--- src/rtl/writeback_stage_pkg.sv ---
// Shared definitions for the MEM/WB writeback stage: result-select and load-size codes,
// FSM state encoding and the load alignment rule.
package writeback_stage_pkg;

  localparam logic [1:0] WB_SEL_ALU  = 2'b00;
  localparam logic [1:0] WB_SEL_MEM  = 2'b01;
  localparam logic [1:0] WB_SEL_LINK = 2'b10;

  localparam logic [1:0] MEM_SIZE_BYTE = 2'b00;
  localparam logic [1:0] MEM_SIZE_HALF = 2'b01;
  localparam logic [1:0] MEM_SIZE_WORD = 2'b10;

  typedef enum logic [1:0] {
    WB_EMPTY    = 2'd0,
    WB_WAIT_MEM = 2'd1,
    WB_COMMIT   = 2'd2
  } wb_state_e;

  // Reserved size code 11 is aligned like a word.
  function automatic logic load_misaligned(input logic [1:0] size, input logic [1:0] addr_low);
    logic mis;
    unique case (size)
      MEM_SIZE_BYTE: mis = 1'b0;
      MEM_SIZE_HALF: mis = addr_low[0];
      default:       mis = (addr_low != 2'b00);
    endcase
    return mis;
  endfunction

endpackage

--- src/rtl/writeback_stage_if.sv ---
// Upstream instruction bus and register-file write bus of the writeback stage.
// Forwarding signals exist only when WB_FORWARD_EN is defined.
interface writeback_stage_if #(
  parameter int unsigned DATA_W = 32,
  parameter int unsigned ADDR_W = 5,
  parameter int unsigned CNT_W  = 32
);

  logic              flush;
  logic              in_valid;
  logic              in_ready;
  logic              in_reg_write;
  logic [ADDR_W-1:0] in_dest_addr;
  logic [1:0]        in_wb_sel;
  logic [1:0]        in_mem_size;
  logic              in_mem_unsigned;
  logic [1:0]        in_addr_low;
  logic [DATA_W-1:0] in_alu_result;
  logic [DATA_W-1:0] in_link_addr;
  logic [DATA_W-1:0] in_mem_data;
  logic              in_mem_data_valid;

  logic              write_en;
  logic [ADDR_W-1:0] write_reg_addr;
  logic [DATA_W-1:0] write_data;
  logic              wb_valid;
  logic              misalign_err;
  logic [CNT_W-1:0]  retired_count;

`ifdef WB_FORWARD_EN
  logic              fwd_valid;
  logic [ADDR_W-1:0] fwd_addr;
  logic [DATA_W-1:0] fwd_data;
  logic              fwd_busy;
  logic [ADDR_W-1:0] fwd_busy_addr;
`endif

  modport master (
    output flush, in_valid, in_reg_write, in_dest_addr, in_wb_sel, in_mem_size,
           in_mem_unsigned, in_addr_low, in_alu_result, in_link_addr, in_mem_data,
           in_mem_data_valid,
`ifdef WB_FORWARD_EN
    input  fwd_valid, fwd_addr, fwd_data, fwd_busy, fwd_busy_addr,
`endif
    input  in_ready, write_en, write_reg_addr, write_data, wb_valid, misalign_err,
           retired_count
  );

  modport slave (
    input  flush, in_valid, in_reg_write, in_dest_addr, in_wb_sel, in_mem_size,
           in_mem_unsigned, in_addr_low, in_alu_result, in_link_addr, in_mem_data,
           in_mem_data_valid,
`ifdef WB_FORWARD_EN
    output fwd_valid, fwd_addr, fwd_data, fwd_busy, fwd_busy_addr,
`endif
    output in_ready, write_en, write_reg_addr, write_data, wb_valid, misalign_err,
           retired_count
  );

endinterface

--- src/rtl/writeback_stage_load_formatter.sv ---
// Little-endian load extraction with sign/zero extension, plus misalignment detection.
module writeback_stage_load_formatter
  import writeback_stage_pkg::*;
#(
  parameter int unsigned DATA_W = 32
) (
  input  logic [DATA_W-1:0] data_i,
  input  logic [1:0]        size_i,
  input  logic              zero_ext_i,
  input  logic [1:0]        addr_low_i,
  output logic [DATA_W-1:0] data_o,
  output logic              misaligned_o
);

  logic [7:0]  byte_val;
  logic [15:0] half_val;

  always_comb begin
    byte_val = data_i[8*addr_low_i +: 8];
    half_val = data_i[16*addr_low_i[1] +: 16];
    unique case (size_i)
      MEM_SIZE_BYTE: data_o = {{(DATA_W-8){byte_val[7] & ~zero_ext_i}}, byte_val};
      MEM_SIZE_HALF: data_o = {{(DATA_W-16){half_val[15] & ~zero_ext_i}}, half_val};
      default:       data_o = data_i;
    endcase
    misaligned_o = load_misaligned(size_i, addr_low_i);
  end

endmodule

--- src/rtl/writeback_stage.sv ---
// MEM/WB stage: registers one retiring instruction, waits for late load data, and drives the
// register-file write port for one cycle per retirement. Optional bypass ports: WB_FORWARD_EN.
module writeback_stage
  import writeback_stage_pkg::*;
#(
  parameter int unsigned DATA_W = 32,
  parameter int unsigned ADDR_W = 5,
  parameter int unsigned CNT_W  = 32
) (
  input logic               clk,
  input logic               rst_n,
  writeback_stage_if.slave  bus
);

  wb_state_e         state_q, state_d;

  logic              pend_reg_write_q, pend_reg_write_d;
  logic [ADDR_W-1:0] pend_dest_q, pend_dest_d;
  logic [1:0]        pend_size_q, pend_size_d;
  logic              pend_unsigned_q, pend_unsigned_d;
  logic [1:0]        pend_addr_low_q, pend_addr_low_d;

  logic              write_en_q, write_en_d;
  logic [ADDR_W-1:0] write_addr_q, write_addr_d;
  logic [DATA_W-1:0] write_data_q, write_data_d;
  logic              wb_valid_q, wb_valid_d;
  logic              misalign_q, misalign_d;
  logic [CNT_W-1:0]  count_q, count_d;

  logic              waiting;
  logic              in_ready;
  logic              accept;
  logic [1:0]        fmt_size;
  logic              fmt_unsigned;
  logic [1:0]        fmt_addr_low;
  logic [DATA_W-1:0] fmt_data;
  logic              fmt_misaligned;

  logic              commit;
  logic              c_reg_write;
  logic [ADDR_W-1:0] c_dest;
  logic              c_is_mem;
  logic [DATA_W-1:0] c_value;

  assign waiting  = (state_q == WB_WAIT_MEM);
  assign in_ready = !waiting && !bus.flush;
  assign accept   = bus.in_valid && in_ready;

  // A pending load formats with its captured controls; otherwise the incoming ones apply.
  assign fmt_size     = waiting ? pend_size_q     : bus.in_mem_size;
  assign fmt_unsigned = waiting ? pend_unsigned_q : bus.in_mem_unsigned;
  assign fmt_addr_low = waiting ? pend_addr_low_q : bus.in_addr_low;

  writeback_stage_load_formatter #(
    .DATA_W (DATA_W)
  ) u_load_formatter (
    .data_i       (bus.in_mem_data),
    .size_i       (fmt_size),
    .zero_ext_i   (fmt_unsigned),
    .addr_low_i   (fmt_addr_low),
    .data_o       (fmt_data),
    .misaligned_o (fmt_misaligned)
  );

  always_comb begin
    state_d          = state_q;
    pend_reg_write_d = pend_reg_write_q;
    pend_dest_d      = pend_dest_q;
    pend_size_d      = pend_size_q;
    pend_unsigned_d  = pend_unsigned_q;
    pend_addr_low_d  = pend_addr_low_q;
    commit           = 1'b0;
    c_reg_write      = 1'b0;
    c_dest           = '0;
    c_is_mem         = 1'b0;
    c_value          = '0;

    unique case (state_q)
      WB_WAIT_MEM: begin
        // Flush wins over data arriving in the same cycle.
        if (bus.flush) begin
          state_d = WB_EMPTY;
        end else if (bus.in_mem_data_valid) begin
          state_d     = WB_COMMIT;
          commit      = 1'b1;
          c_reg_write = pend_reg_write_q;
          c_dest      = pend_dest_q;
          c_is_mem    = 1'b1;
          c_value     = fmt_data;
        end
      end
      default: begin
        if (!accept) begin
          state_d = WB_EMPTY;
        end else if (bus.in_wb_sel == WB_SEL_MEM && !bus.in_mem_data_valid) begin
          state_d          = WB_WAIT_MEM;
          pend_reg_write_d = bus.in_reg_write;
          pend_dest_d      = bus.in_dest_addr;
          pend_size_d      = bus.in_mem_size;
          pend_unsigned_d  = bus.in_mem_unsigned;
          pend_addr_low_d  = bus.in_addr_low;
        end else begin
          state_d     = WB_COMMIT;
          commit      = 1'b1;
          c_reg_write = bus.in_reg_write;
          c_dest      = bus.in_dest_addr;
          c_is_mem    = (bus.in_wb_sel == WB_SEL_MEM);
          unique case (bus.in_wb_sel)
            WB_SEL_MEM:  c_value = fmt_data;
            WB_SEL_LINK: c_value = bus.in_link_addr;
            default:     c_value = bus.in_alu_result;
          endcase
        end
      end
    endcase
  end

  always_comb begin
    write_en_d   = 1'b0;
    write_addr_d = write_addr_q;
    write_data_d = write_data_q;
    wb_valid_d   = 1'b0;
    misalign_d   = 1'b0;
    count_d      = count_q;
    if (commit) begin
      wb_valid_d = 1'b1;
      misalign_d = c_is_mem && fmt_misaligned;
      write_en_d = c_reg_write && (c_dest != '0) && !misalign_d;
      count_d    = count_q + CNT_W'(1);
      if (write_en_d) begin
        write_addr_d = c_dest;
        write_data_d = c_value;
      end
    end
  end

  always_ff @(posedge clk or negedge rst_n) begin
    if (!rst_n) begin
      state_q          <= WB_EMPTY;
      pend_reg_write_q <= 1'b0;
      pend_dest_q      <= '0;
      pend_size_q      <= MEM_SIZE_BYTE;
      pend_unsigned_q  <= 1'b0;
      pend_addr_low_q  <= 2'b00;
      write_en_q       <= 1'b0;
      write_addr_q     <= '0;
      write_data_q     <= '0;
      wb_valid_q       <= 1'b0;
      misalign_q       <= 1'b0;
      count_q          <= '0;
    end else begin
      state_q          <= state_d;
      pend_reg_write_q <= pend_reg_write_d;
      pend_dest_q      <= pend_dest_d;
      pend_size_q      <= pend_size_d;
      pend_unsigned_q  <= pend_unsigned_d;
      pend_addr_low_q  <= pend_addr_low_d;
      write_en_q       <= write_en_d;
      write_addr_q     <= write_addr_d;
      write_data_q     <= write_data_d;
      wb_valid_q       <= wb_valid_d;
      misalign_q       <= misalign_d;
      count_q          <= count_d;
    end
  end

  assign bus.in_ready       = in_ready;
  assign bus.write_en       = write_en_q;
  assign bus.write_reg_addr = write_addr_q;
  assign bus.write_data     = write_data_q;
  assign bus.wb_valid       = wb_valid_q;
  assign bus.misalign_err   = misalign_q;
  assign bus.retired_count  = count_q;

`ifdef WB_FORWARD_EN
  logic fwd_busy;
  assign fwd_busy          = waiting && pend_reg_write_q && (pend_dest_q != '0);
  assign bus.fwd_valid     = write_en_q;
  assign bus.fwd_addr      = write_addr_q;
  assign bus.fwd_data      = write_data_q;
  assign bus.fwd_busy      = fwd_busy;
  assign bus.fwd_busy_addr = fwd_busy ? pend_dest_q : '0;
`endif

endmodule

--- src/flat_wrapper.sv ---
// flat-port wrapper written by rule: the top's interface ports become plain ports
module writeback_stage_flat import writeback_stage_pkg::*;
#(
  parameter int unsigned DATA_W = 32,
  parameter int unsigned ADDR_W = 5,
  parameter int unsigned CNT_W  = 32
)
  (clk, rst_n, bus_flush, bus_in_valid, bus_in_reg_write, bus_in_dest_addr, bus_in_wb_sel, bus_in_mem_size, bus_in_mem_unsigned, bus_in_addr_low, bus_in_alu_result, bus_in_link_addr, bus_in_mem_data, bus_in_mem_data_valid, bus_in_ready, bus_write_en, bus_write_reg_addr, bus_write_data, bus_wb_valid, bus_misalign_err, bus_retired_count);
  writeback_stage_if #(.DATA_W(DATA_W), .ADDR_W(ADDR_W), .CNT_W(CNT_W)) bus_i ();
  input logic clk;
  input logic rst_n;
  input wire logic [$bits(bus_i.flush)-1:0] bus_flush;
  input wire logic [$bits(bus_i.in_valid)-1:0] bus_in_valid;
  input wire logic [$bits(bus_i.in_reg_write)-1:0] bus_in_reg_write;
  input wire logic [$bits(bus_i.in_dest_addr)-1:0] bus_in_dest_addr;
  input wire logic [$bits(bus_i.in_wb_sel)-1:0] bus_in_wb_sel;
  input wire logic [$bits(bus_i.in_mem_size)-1:0] bus_in_mem_size;
  input wire logic [$bits(bus_i.in_mem_unsigned)-1:0] bus_in_mem_unsigned;
  input wire logic [$bits(bus_i.in_addr_low)-1:0] bus_in_addr_low;
  input wire logic [$bits(bus_i.in_alu_result)-1:0] bus_in_alu_result;
  input wire logic [$bits(bus_i.in_link_addr)-1:0] bus_in_link_addr;
  input wire logic [$bits(bus_i.in_mem_data)-1:0] bus_in_mem_data;
  input wire logic [$bits(bus_i.in_mem_data_valid)-1:0] bus_in_mem_data_valid;
  output wire logic [$bits(bus_i.in_ready)-1:0] bus_in_ready;
  output wire logic [$bits(bus_i.write_en)-1:0] bus_write_en;
  output wire logic [$bits(bus_i.write_reg_addr)-1:0] bus_write_reg_addr;
  output wire logic [$bits(bus_i.write_data)-1:0] bus_write_data;
  output wire logic [$bits(bus_i.wb_valid)-1:0] bus_wb_valid;
  output wire logic [$bits(bus_i.misalign_err)-1:0] bus_misalign_err;
  output wire logic [$bits(bus_i.retired_count)-1:0] bus_retired_count;
  assign bus_i.flush = bus_flush;
  assign bus_i.in_valid = bus_in_valid;
  assign bus_i.in_reg_write = bus_in_reg_write;
  assign bus_i.in_dest_addr = bus_in_dest_addr;
  assign bus_i.in_wb_sel = bus_in_wb_sel;
  assign bus_i.in_mem_size = bus_in_mem_size;
  assign bus_i.in_mem_unsigned = bus_in_mem_unsigned;
  assign bus_i.in_addr_low = bus_in_addr_low;
  assign bus_i.in_alu_result = bus_in_alu_result;
  assign bus_i.in_link_addr = bus_in_link_addr;
  assign bus_i.in_mem_data = bus_in_mem_data;
  assign bus_i.in_mem_data_valid = bus_in_mem_data_valid;
  assign bus_in_ready = bus_i.in_ready;
  assign bus_write_en = bus_i.write_en;
  assign bus_write_reg_addr = bus_i.write_reg_addr;
  assign bus_write_data = bus_i.write_data;
  assign bus_wb_valid = bus_i.wb_valid;
  assign bus_misalign_err = bus_i.misalign_err;
  assign bus_retired_count = bus_i.retired_count;
  writeback_stage #(.DATA_W(DATA_W), .ADDR_W(ADDR_W), .CNT_W(CNT_W)) u_core (.clk(clk), .rst_n(rst_n), .bus(bus_i));
endmodule
--- config.mk ---
export PLATFORM = sky130hd
export DESIGN_NAME = writeback_stage_flat
export DESIGN_NICKNAME = d
export VERILOG_FILES = /design/src/rtl/writeback_stage_pkg.sv /design/src/rtl/writeback_stage_if.sv /design/src/rtl/writeback_stage_load_formatter.sv /design/src/rtl/writeback_stage.sv /design/src/flat_wrapper.sv
export SDC_FILE = /design/constraint.sdc
export NUM_CORES = 1
export LEC_CHECK = 0
export BUFFER_PORTS_ARGS = -buffer_cell sky130_fd_sc_hd__clkbuf_2
export CAP_MARGIN = 20
export CORE_MARGIN = 1
export CORE_UTILIZATION = 54
export DETAILED_ROUTE_END_ITERATION = 7
export PLACE_DENSITY = 0.86
export RECOVER_POWER = 25
export SETUP_SLACK_MARGIN = 0.02
export SKIP_CTS_REPAIR_TIMING = 1
export SLEW_MARGIN = 20
export SYNTH_ARGS = -nofsm -noshare
export SYNTH_HDL_FRONTEND = slang
export SYNTH_SLANG_ARGS = --single-unit
--- constraint.sdc ---
create_clock -name clk -period 5.8 [get_ports clk]
set_clock_uncertainty 0.15 [all_clocks]
set_input_delay 1.45 -clock clk [delete_from_list [all_inputs] [get_ports clk]]
set_output_delay 1.45 -clock clk [all_outputs]
set_load 0.02 [all_outputs]
Yosys cells after proc, flatten, opt, wreduce, memory -nomap -nowiden
Cells that the tools add are included.
Word-level totals
  flip-flop bits (word level): 85
  bits in latches: 0
  RAM bits: 0
  ROM bits: 0
  input bits: 114
  output and inout bits: 73
  word-level logic and storage cells: 76
  memories kept: 0
Cells by class
  add/sub/neg operators: 1
  multiply operators: 0
  div/mod/pow operators: 0
  $lt $le $gt $ge: 0
  equal/unequal tests: 5
  shift operators: 2
  multiplexer cells: 37
  bitwise gates (word level): 4
  reduce and logical (&&, ||, !) cells: 15
Operators with widths (count)
  32-bit 2-to-1 mux: 5
  32-bit case mux with 2 select lines: 2
  32-bit by 1-bit adder with 32-bit output, second input constant: 1
  32-bit by 6-bit variable part select with 16-bit output: 1
  32-bit by 6-bit variable part select with 8-bit output: 1
  5-bit 2-to-1 mux: 5
  1-bit 2-to-1 mux: 17
  2-bit 2-to-1 mux: 7
  2-bit by 1-bit equality test with 1-bit output, second input constant: 3
  1-bit logical AND: 6
  5-bit nonzero test: 1
  1-bit logical NOT: 4
  3-bit != test, second input constant: 1
  3-bit AND reduction: 1
  1-bit bitwise AND: 2
  2-bit equality test, second input constant: 1
  2-bit logical NOT: 1
  1-bit inverter: 2
  1-bit case mux with 2 select lines: 1
  2-bit AND reduction: 1
  2-bit nonzero test: 1

Logic depth before layout (Yosys ltp)
Gate-level depths: netlist of run 1.
  depth after elaboration: 10
  depth in mapped cells: 11

Cells and area by module
Synthesis of run 1 repeated with hierarchy kept, for this count alone.
Second synthesis, totals
  cell total of the unflattened synthesis: 594
  area, all modules: 5436.5 um^2
By module, submodules not included
  writeback_stage: times used 1, cells each 469, area an instance 4670.7 um^2, sequential area each 2127.0 um^2
  writeback_stage_load_formatter: times used 1, cells each 125, area an instance 765.7 um^2, sequential area each 0.0 um^2

Worst setup path before layout of run 1
Ideal clock, no wire load.
  kind: input port to output port
  start: input port bus_flush
  end: output port bus_in_ready
  arrival time: 1.743 ns
  required time: 4.200 ns
  slack: 2.457 ns
  stages: 1
  buffers on the path: 0
  cell sequence: nor2_1
Between the ends
  longest elaborated chain between the ends: 2
RTL lines
  start: declaration: line flat_wrapper.sv:12  | input wire logic [$bits(bus_i.flush)-1:0] bus_flush;
  1-bit logical NOT: line writeback_stage.sv:46  | assign in_ready = !waiting && !bus.flush;
  1-bit logical AND: line writeback_stage.sv:46
  end: declaration: line flat_wrapper.sv:24  | output wire logic [$bits(bus_i.in_ready)-1:0] bus_in_ready;
Every way passes these cells.

Worst setup path in the final report of run 1
  start: input port bus_in_wb_sel[0]
  end: register u_core.write_data_q[30] (netlist: u_core.bus.write_data[30])
Between the ends
  longest elaborated chain between the ends: 9
  elaborated cells between the ends (all ways): 25
  classes of those cells: 2 x eq/ne; 16 x mux; 7 x reduce/logical
RTL lines
  start: declaration: line flat_wrapper.sv:16  | input wire logic [$bits(bus_i.in_wb_sel)-1:0] bus_in_wb_sel;
  2-bit by 1-bit equality test with 1-bit output: line writeback_stage.sv:95, writeback_stage.sv:107, writeback_stage.sv:108
  1-bit logical AND: line writeback_stage.sv:95  | end else if (bus.in_wb_sel == WB_SEL_MEM && !bus.in_mem_data_valid) begin
  5-bit 2-to-1 mux / 1-bit 2-to-1 mux (equally long branches): line writeback_stage.sv:95
  5-bit 2-to-1 mux / 1-bit 2-to-1 mux (equally long branches): line writeback_stage.sv:93  | if (!accept) begin
  5-bit 2-to-1 mux / 1-bit 2-to-1 mux (equally long branches): line writeback_stage.sv:78  | unique case (state_q)
  5-bit nonzero test / 1-bit logical AND (equally long branches): line writeback_stage.sv:128, writeback_stage.sv:127
  1-bit logical AND / 1-bit logical NOT (equally long branches): line writeback_stage.sv:128  | write_en_d = c_reg_write && (c_dest != '0) && !misalign_d;
  1-bit logical AND: line writeback_stage.sv:128
  2-bit AND reduction (no source line)
  end signal: assignment: line writeback_stage.sv:160  | write_data_q <= write_data_d;
  end: declaration: line writeback_stage.sv:25  | logic [DATA_W-1:0] write_data_q, write_data_d;
Several ways; a longest one is shown, not always the timed one.
A chain may end at the register's enable or synchronous reset.

==> results.tsv, run 1 <==
metric	value	unit
run status	finished clean	
wire length on met1	6150	um
Pwr per Cell Area	283	nW/um^2
average wire per standard cell	18.9	um
mean post-synth cell area	9.43	sq um
leading cell type in the layout, fill and taps excluded	sky130_fd_sc_hd__clkbuf_2	
Clock Tree Buf Depth	2	
Die Ht	99.0	um
WL final	15500	um
overall fraction of global-route tracks in use	0.315	
critical path's slowest cell	sky130_fd_sc_hd__ha_1	
Worst Reg-to-Reg Cells	7	
TritonCTS sink count	85	
post-synthesis cell area	5080	sq um
final-report setup violation count	0	
largest fanout on the critical path	32	
worst path arrival time	3.97	ns
switching share of total power	0.383	
Die X	99.0	um
residual overflow from global routing	0	
clock transition at the registers of the reported paths	0.10	ns
proportion of synthesized flip-flops having asynchronous set or reset	1.00	
setup total negative slack	0	ns
#FFs+latches synth	85	
vias after detailed routing	5181	
count of pins on the block boundary	187	
total power draw	1.77	mW
number of failing hold endpoints at the final stage	0	
largest vdd supply drop	0.000230	V
highest attainable clock frequency	0.257	GHz
total number of yosys warnings	0	
placed wire-length estimate after detailed placement	11400	um
CP endpoint kind	flop	
router iterations before antenna repair	7	
RSZ-0062 raised after global routing	false	
highest-count cells in the layout ignoring fill and taps	sky130_fd_sc_hd__clkbuf_2, sky130_fd_sc_hd__dfrtp_1, sky130_fd_sc_hd__nor2_1, sky130_fd_sc_hd__o21ai_0, sky130_fd_sc_hd__a22oi_1	
routed length on met3	1240	um
max-cap viol count	0	
clock root buffer	sky130_fd_sc_hd__clkbuf_8	
Distinct cells, synth	56	
initial antenna violation count	0	
maximum number of pins on one net before global-route repair	86	
Yosys top cell area share	0.418	
crit-path max cell delay	0.86	ns
final weighted congestion in routability-driven placement	0.926	
Initial Utilization	0.553	
Switching Power	0.677	mW
class of the most critical hold timing path	flop to flop	
antenna-violating nets left	0	
final core utilization	0.679	
number of synthesized flops with an enable pin	0	
leakage power figure	2.86	nW
TritonCTS Buffers	9	
cell types with the largest area share after synthesis	sky130_fd_sc_hd__dfrtp_1, sky130_fd_sc_hd__a22oi_1, sky130_fd_sc_hd__nor2_1	
sort of element at the start of the critical path	primary input	
Crit Path Category	primary input to flop	
Slew HR	0.237	
number of cells on the critical path	7	
transition time of the tightest slew-check pin	1.14	ns
area inside the core boundary	9200	sq um
Bufs and invs on worst path	2	
max layer used	met4	
First DRT Iteration DRCs	334	
endpoint required time on the critical path	5.87	ns
shortest clock period the worst path allows after layout	3.90	ns
hold path cells	1	
wire length of the first global-routing pass	24100	um
vias in the first global route	4854	
cell taking the most area after synthesis	sky130_fd_sc_hd__dfrtp_1	
Area growth, synth to finish	22.8	%
Clock Power Share	0.233	
part of the Yosys area used for sequential elements	0.418	
Comb pwr share	0.314	
Syn Inst Count	539	
Post-Syn Nets	656	
ratio of routed vias to standard cells	6.30	
Critical Path, Cell by Cell	clkbuf_2, inv_1, ha_1, nand2b_1, o21ai_0, a2bb2oi_1, a31oi_2	
worst skew pair latency	0.36	ns
cell family contributing the most delay on the critical path	adder cells	
max-slew violations	0	
share of the clock period used by the worst path	0.672	
most used flip-flop cell after synthesis	sky130_fd_sc_hd__dfrtp_1	
number of placement rows	35	
buffers added on ports	186	
share of final-layout standard cells stronger than drive strength 1	0.350	
die area	9810	sq um
Seq pwr share	0.454	
met2 layer wire length in the routed design	7650	um
Clock H-tree levels	3	
antenna cells	0	
remaining routing DRC violations	0	
number of nets in the layout	824	
cell-internal power	1.09	mW
CTS tree	done	
power groups by stage:
stage	clock (mW)	combinational, mW	sequential [mW]
after global placement	0	0.537	0.803
final	0.412	0.554	0.802
after CTS	0.415	0.553	0.801
after floorplan	0	0.225	0.908
after detailed placement	0	0.552	0.811
after global routing	0.441	0.598	0.817
per-stage QoR:
step,std cells,hold slack [ns],worst slack [ns],cell area (sq um)
after detailed placement,807,0.322,1.60,6050
after CTS,823,0.343,1.98,6230
after global routing,823,0.355,1.70,6250
after global placement,807,0.304,1.71,6050
after floorplan,539,0.330,2.46,5080
final,823,0.337,1.90,6250
cell type report:
cell class | count | area (sq um)
Clock inverter | 7 | 63.8
Timing Repair Buffer | 192 | 982
Inverter | 8 | 30.0
Fill cell | 722 | 2950
Multi-Input combinational cell | 411 | 2780
Tap cell | 111 | 139
Clock buffer | 9 | 124
Sequential cell | 85 | 2130
final timing paths:
kind	from	endpoint	slack (ns)
worst min register to register	u_core.bus.retired_count[31]$_DFFE_PN0P_	u_core.bus.retired_count[31]$_DFFE_PN0P_	0.34
worst max-delay path	bus_in_wb_sel[0]	u_core.bus.write_data[30]$_DFFE_PN0P_	1.90
worst min-delay path	u_core.bus.retired_count[31]$_DFFE_PN0P_	u_core.bus.retired_count[31]$_DFFE_PN0P_	0.34
worst max register to register	u_core.state_q[1]$_DFFE_PN0P_	u_core.bus.write_data[2]$_DFFE_PN0P_	2.56
min in group asynchronous	rst_n	u_core.bus.write_data[8]$_DFFE_PN0P_	0.97
max in group asynchronous	rst_n	u_core.bus.write_data[18]$_DFFE_PN0P_	3.99
logic make-up (layout without fill, tap and decap cells):
group                    count (synthesis)  count (layout)  synth area share
AND/OR/NAND/NOR                        156             156             0.157
flip-flops                              85              85             0.418
buffers and inverters                   43             216            0.0386
XOR/XNOR                                31              31            0.0534
AO/OA/AOI/OAI                          194             194             0.265
adder cells (fa/ha/maj)                  3               3           0.00738
multiplexers                            27              27            0.0598
per-layer routing:
layer / track usage / up-vias
met3: 0.0624 / 44
met1: 0.395 / 2510
met5: 0 / -
met4: 0.123 / 0
met2: 0.537 / 279
li1: - / 2348
sequential cells by signal, summed over array words and instances (netlist names):
name	flops
u_core.pend_addr_low_q	2
u_core.bus.write_en	1
u_core.state_q	2
u_core.pend_reg_write_q	1
u_core.bus.write_reg_addr	5
u_core.pend_dest_q	5
u_core.bus.retired_count	32
u_core.bus.misalign_err	1
u_core.bus.wb_valid	1
u_core.pend_unsigned_q	1
u_core.bus.write_data	32
u_core.pend_size_q	2
synthesized netlist by cell type, types with 7 or more instances:
cell type / instances
sky130_fd_sc_hd__dfrtp_1: 85
sky130_fd_sc_hd__nor2_1: 54
sky130_fd_sc_hd__o21ai_0: 40
sky130_fd_sc_hd__a22oi_1: 38
sky130_fd_sc_hd__nand2_1: 35
sky130_fd_sc_hd__a21oi_1: 25
sky130_fd_sc_hd__nand3_1: 23
sky130_fd_sc_hd__o22a_1: 23
sky130_fd_sc_hd__a31oi_1: 20
sky130_fd_sc_hd__xnor2_1: 20
sky130_fd_sc_hd__clkbuf_1: 19
sky130_fd_sc_hd__o21ai_1: 16
sky130_fd_sc_hd__mux2_2: 13
sky130_fd_sc_hd__mux2i_1: 12
sky130_fd_sc_hd__xor2_1: 11
sky130_fd_sc_hd__buf_2: 10
sky130_fd_sc_hd__a2bb2oi_1: 8
sky130_fd_sc_hd__inv_1: 8
sky130_fd_sc_hd__o221a_2: 8
sky130_fd_sc_hd__nand2b_1: 7
sky130_fd_sc_hd__nand4_1: 7
Note: power is estimated with default switching activity, not from simulation.
==> run 2: changes to the inputs <==
--- a/config.mk
+++ b/config.mk
@@ -8,9 +8,9 @@
 export BUFFER_PORTS_ARGS = -buffer_cell sky130_fd_sc_hd__clkbuf_2
 export CAP_MARGIN = 20
 export CORE_MARGIN = 1
-export CORE_UTILIZATION = 54
+export CORE_UTILIZATION = 45
 export DETAILED_ROUTE_END_ITERATION = 7
-export PLACE_DENSITY = 0.86
+export PLACE_DENSITY = 0.77
 export RECOVER_POWER = 25
 export SETUP_SLACK_MARGIN = 0.02
 export SKIP_CTS_REPAIR_TIMING = 1
==> constraint.sdc (replaced) <==
create_clock -name clk -period 3.4 [get_ports clk]
set_clock_uncertainty 0.15 [all_clocks]
set_input_delay 0.85 -clock clk [delete_from_list [all_inputs] [get_ports clk]]
set_output_delay 0.85 -clock clk [all_outputs]
set_load 0.02 [all_outputs]
==> run 2 against run 1 <==
- largest power group unchanged
- the run now ends with capacitance limit, slew limit left
- global-route usage decreased by 4.9 points
- sequential power is 70% higher
- routed wire length is 0.26% higher
- power up 87%
- register-to-register slack lost 1.9 ns
- die area is 20% higher
- critical path depth increased by 3
- highest routed layer unchanged
- first-iteration DRC count grew 54%
- setup slack got worse by 1.3 ns
==> results.tsv, run 2 (synthesized netlist as in run 1, its figures left out) <==
metric	value	unit	change
run status	complete, but fails checks		was finished clean
violated checks	capacitance limit, slew limit		
ratio of routed vias to standard cells	5.92		was 6.30
worst path arrival time	2.83	ns	was 3.97 ns
CP endpoint kind	flop		unchanged
buffers added on ports	186		unchanged
shortest clock period the worst path allows after layout	2.75	ns	
max-slew violations	86		was 0
setup total negative slack	0	ns	unchanged
Crit Path Category	primary input to flop		unchanged
Pwr per Cell Area	514	nW/um^2	was 283 nW/um^2
sort of element at the start of the critical path	primary input		unchanged
Die X	108	um	was 99.0 um
residual overflow from global routing	0		unchanged
maximum number of pins on one net before global-route repair	86		unchanged
highest attainable clock frequency	0.363	GHz	
Final Instance Count excl. Fillers	858		was 823
area inside the core boundary	10900	sq um	was 9200 sq um
overall fraction of global-route tracks in use	0.266		was 0.315
largest vdd supply drop	0.000330	V	was 0.000230 V
wire length of the first global-routing pass	24200	um	was 24,100 um
Slew HR	-0.426		was 0.237
RSZ-0062 raised after global routing	false		unchanged
largest fanout on the critical path	73		was 32
Clock Tree Buf Depth	2		unchanged
placed wire-length estimate after detailed placement	11600	um	was 11,400 um
final-report setup violation count	0		unchanged
leading cell type in the layout, fill and taps excluded	sky130_fd_sc_hd__clkbuf_2		unchanged
average wire per standard cell	18.1	um	was 18.9 um
hold path cells	1		unchanged
CTS tree	done		unchanged
Worst Reg-to-Reg Cells	7		unchanged
transition time of the tightest slew-check pin	2.14	ns	was 1.14 ns
count of pins on the block boundary	187		unchanged
TritonCTS sink count	85		unchanged
Initial Utilization	0.465		was 0.553
max-cap viol count	1		was 0
worst skew pair latency	0.35	ns	was 0.36 ns
remaining routing DRC violations	0		unchanged
highest-count cells in the layout ignoring fill and taps	sky130_fd_sc_hd__clkbuf_2, sky130_fd_sc_hd__dfrtp_1, sky130_fd_sc_hd__nor2_1, sky130_fd_sc_hd__o21ai_0, sky130_fd_sc_hd__a22oi_1		unchanged
vias in the first global route	4884		was 4,854
antenna cells	0		unchanged
initial antenna violation count	0		unchanged
endpoint required time on the critical path	3.48	ns	was 5.87 ns
clock root buffer	sky130_fd_sc_hd__clkbuf_16		was sky130_fd_sc_hd__clkbuf_8
vias after detailed routing	5077		was 5,181
router iterations before antenna repair	7		unchanged
TritonCTS Buffers	9		unchanged
final weighted congestion in routability-driven placement	0.886		was 0.926
share of final-layout standard cells stronger than drive strength 1	0.355		was 0.350
number of nets in the layout	830		was 824
die area	11700	sq um	was 9810 sq um
leakage power figure	2.95	nW	was 2.86 nW
Area growth, synth to finish	26.6	%	was 22.8%
Clock H-tree levels	3		unchanged
number of filler instances in the final layout	972		was 722
number of placement rows	38		was 35
First DRT Iteration DRCs	516		was 334
number of failing hold endpoints at the final stage	0		unchanged
Die Ht	108	um	was 99.0 um
antenna-violating nets left	0		unchanged
WL final	15600	um	was 15,500 um
share of the clock period used by the worst path	0.810		
clock transition at the registers of the reported paths	0.08	ns	was 0.10 ns
placed insts	842		was 807
class of the most critical hold timing path	flop to flop		unchanged
## run 2: cell types whose count changed in the layout (fill, tap and decap cells not counted), moves of 2 or more
| cell | before | now |
|---|---|---|
| sky130_fd_sc_hd__buf_4 | 6 | 10 |
| sky130_fd_sc_hd__clkbuf_16 | 0 | 9 |
| sky130_fd_sc_hd__clkbuf_8 | 9 | 0 |
| sky130_fd_sc_hd__clkinvlp_4 | 2 | 0 |
| sky130_fd_sc_hd__inv_6 | 2 | 0 |
| sky130_fd_sc_hd__inv_8 | 2 | 5 |
## run 2: stage by stage
step | setup slack [ns] | area (sq um) | power [mW] | hold WS [ns] | util
after floorplan | 0.729 | 5080 | 1.93 | 0.330 | -
final | 0.648 | 6440 | 3.30 | 0.345 | 0.589
after global routing | 0.349 | 6440 | 3.46 | 0.363 | 0.589
after global placement | 0.472 | 6150 | 2.30 | 0.321 | 0.563
after detailed placement | 0.363 | 6150 | 2.34 | 0.328 | 0.563
after CTS | 0.685 | 6450 | 3.32 | 0.342 | 0.590
## run 2: final timing paths
path	start	slack [ns]	end
min in group asynchronous	rst_n	1.06	u_core.bus.write_reg_addr[1]$_DFFE_PN0P_
max in group asynchronous	rst_n	0.76	u_core.bus.write_data[30]$_DFFE_PN0P_
min reg2reg	u_core.bus.retired_count[27]$_DFFE_PN0P_	0.35	u_core.bus.retired_count[27]$_DFFE_PN0P_
max	bus_in_wb_sel[1]	0.65	u_core.bus.write_data[0]$_DFFE_PN0P_
min	u_core.bus.retired_count[27]$_DFFE_PN0P_	0.35	u_core.bus.retired_count[27]$_DFFE_PN0P_
max reg2reg	u_core.state_q[1]$_DFFE_PN0P_	0.66	u_core.bus.write_data[0]$_DFFE_PN0P_
## run 2: final cells by class
class	instances	area, sq um	area share
well taps	140	175	0.0272
flip-flops and latches	85	2130	0.330
clock buffers	9	225	0.0350
clock inverters	7	73.8	0.0115
multi-input cells	411	2770	0.431
inverters	8	30.0	0.00467
repair buffers	198	1030	0.161
## run 2: layer usage
metal | track usage | part of all wire
met3 | 0.0530 | 0.082
met5 | 0 | 0
met2 | 0.450 | 0.49
met1 | 0.332 | 0.40
met4 | 0.109 | 0.032
## run 2: critical path, stage by stage
cell	delay, ns
sky130_fd_sc_hd__clkbuf_2	0.10
sky130_fd_sc_hd__inv_1	0.05
sky130_fd_sc_hd__ha_1	0.22
sky130_fd_sc_hd__nand2b_1	0.11
sky130_fd_sc_hd__and4b_1	0.39
sky130_fd_sc_hd__a22o_1	0.22
sky130_fd_sc_hd__and4_2	0.25
sky130_fd_sc_hd__buf_12	0.28
sky130_fd_sc_hd__o21ai_0	0.17
sky130_fd_sc_hd__o22a_1	0.18
## run 2: where the power goes
part	internal (mW)	leakage (nW)	total, mW	switching, mW
combinational	0.377	1.72	0.951	0.574
sequential	1.21	1.08	1.36	0.155
clock	0.524	0.149	0.992	0.468
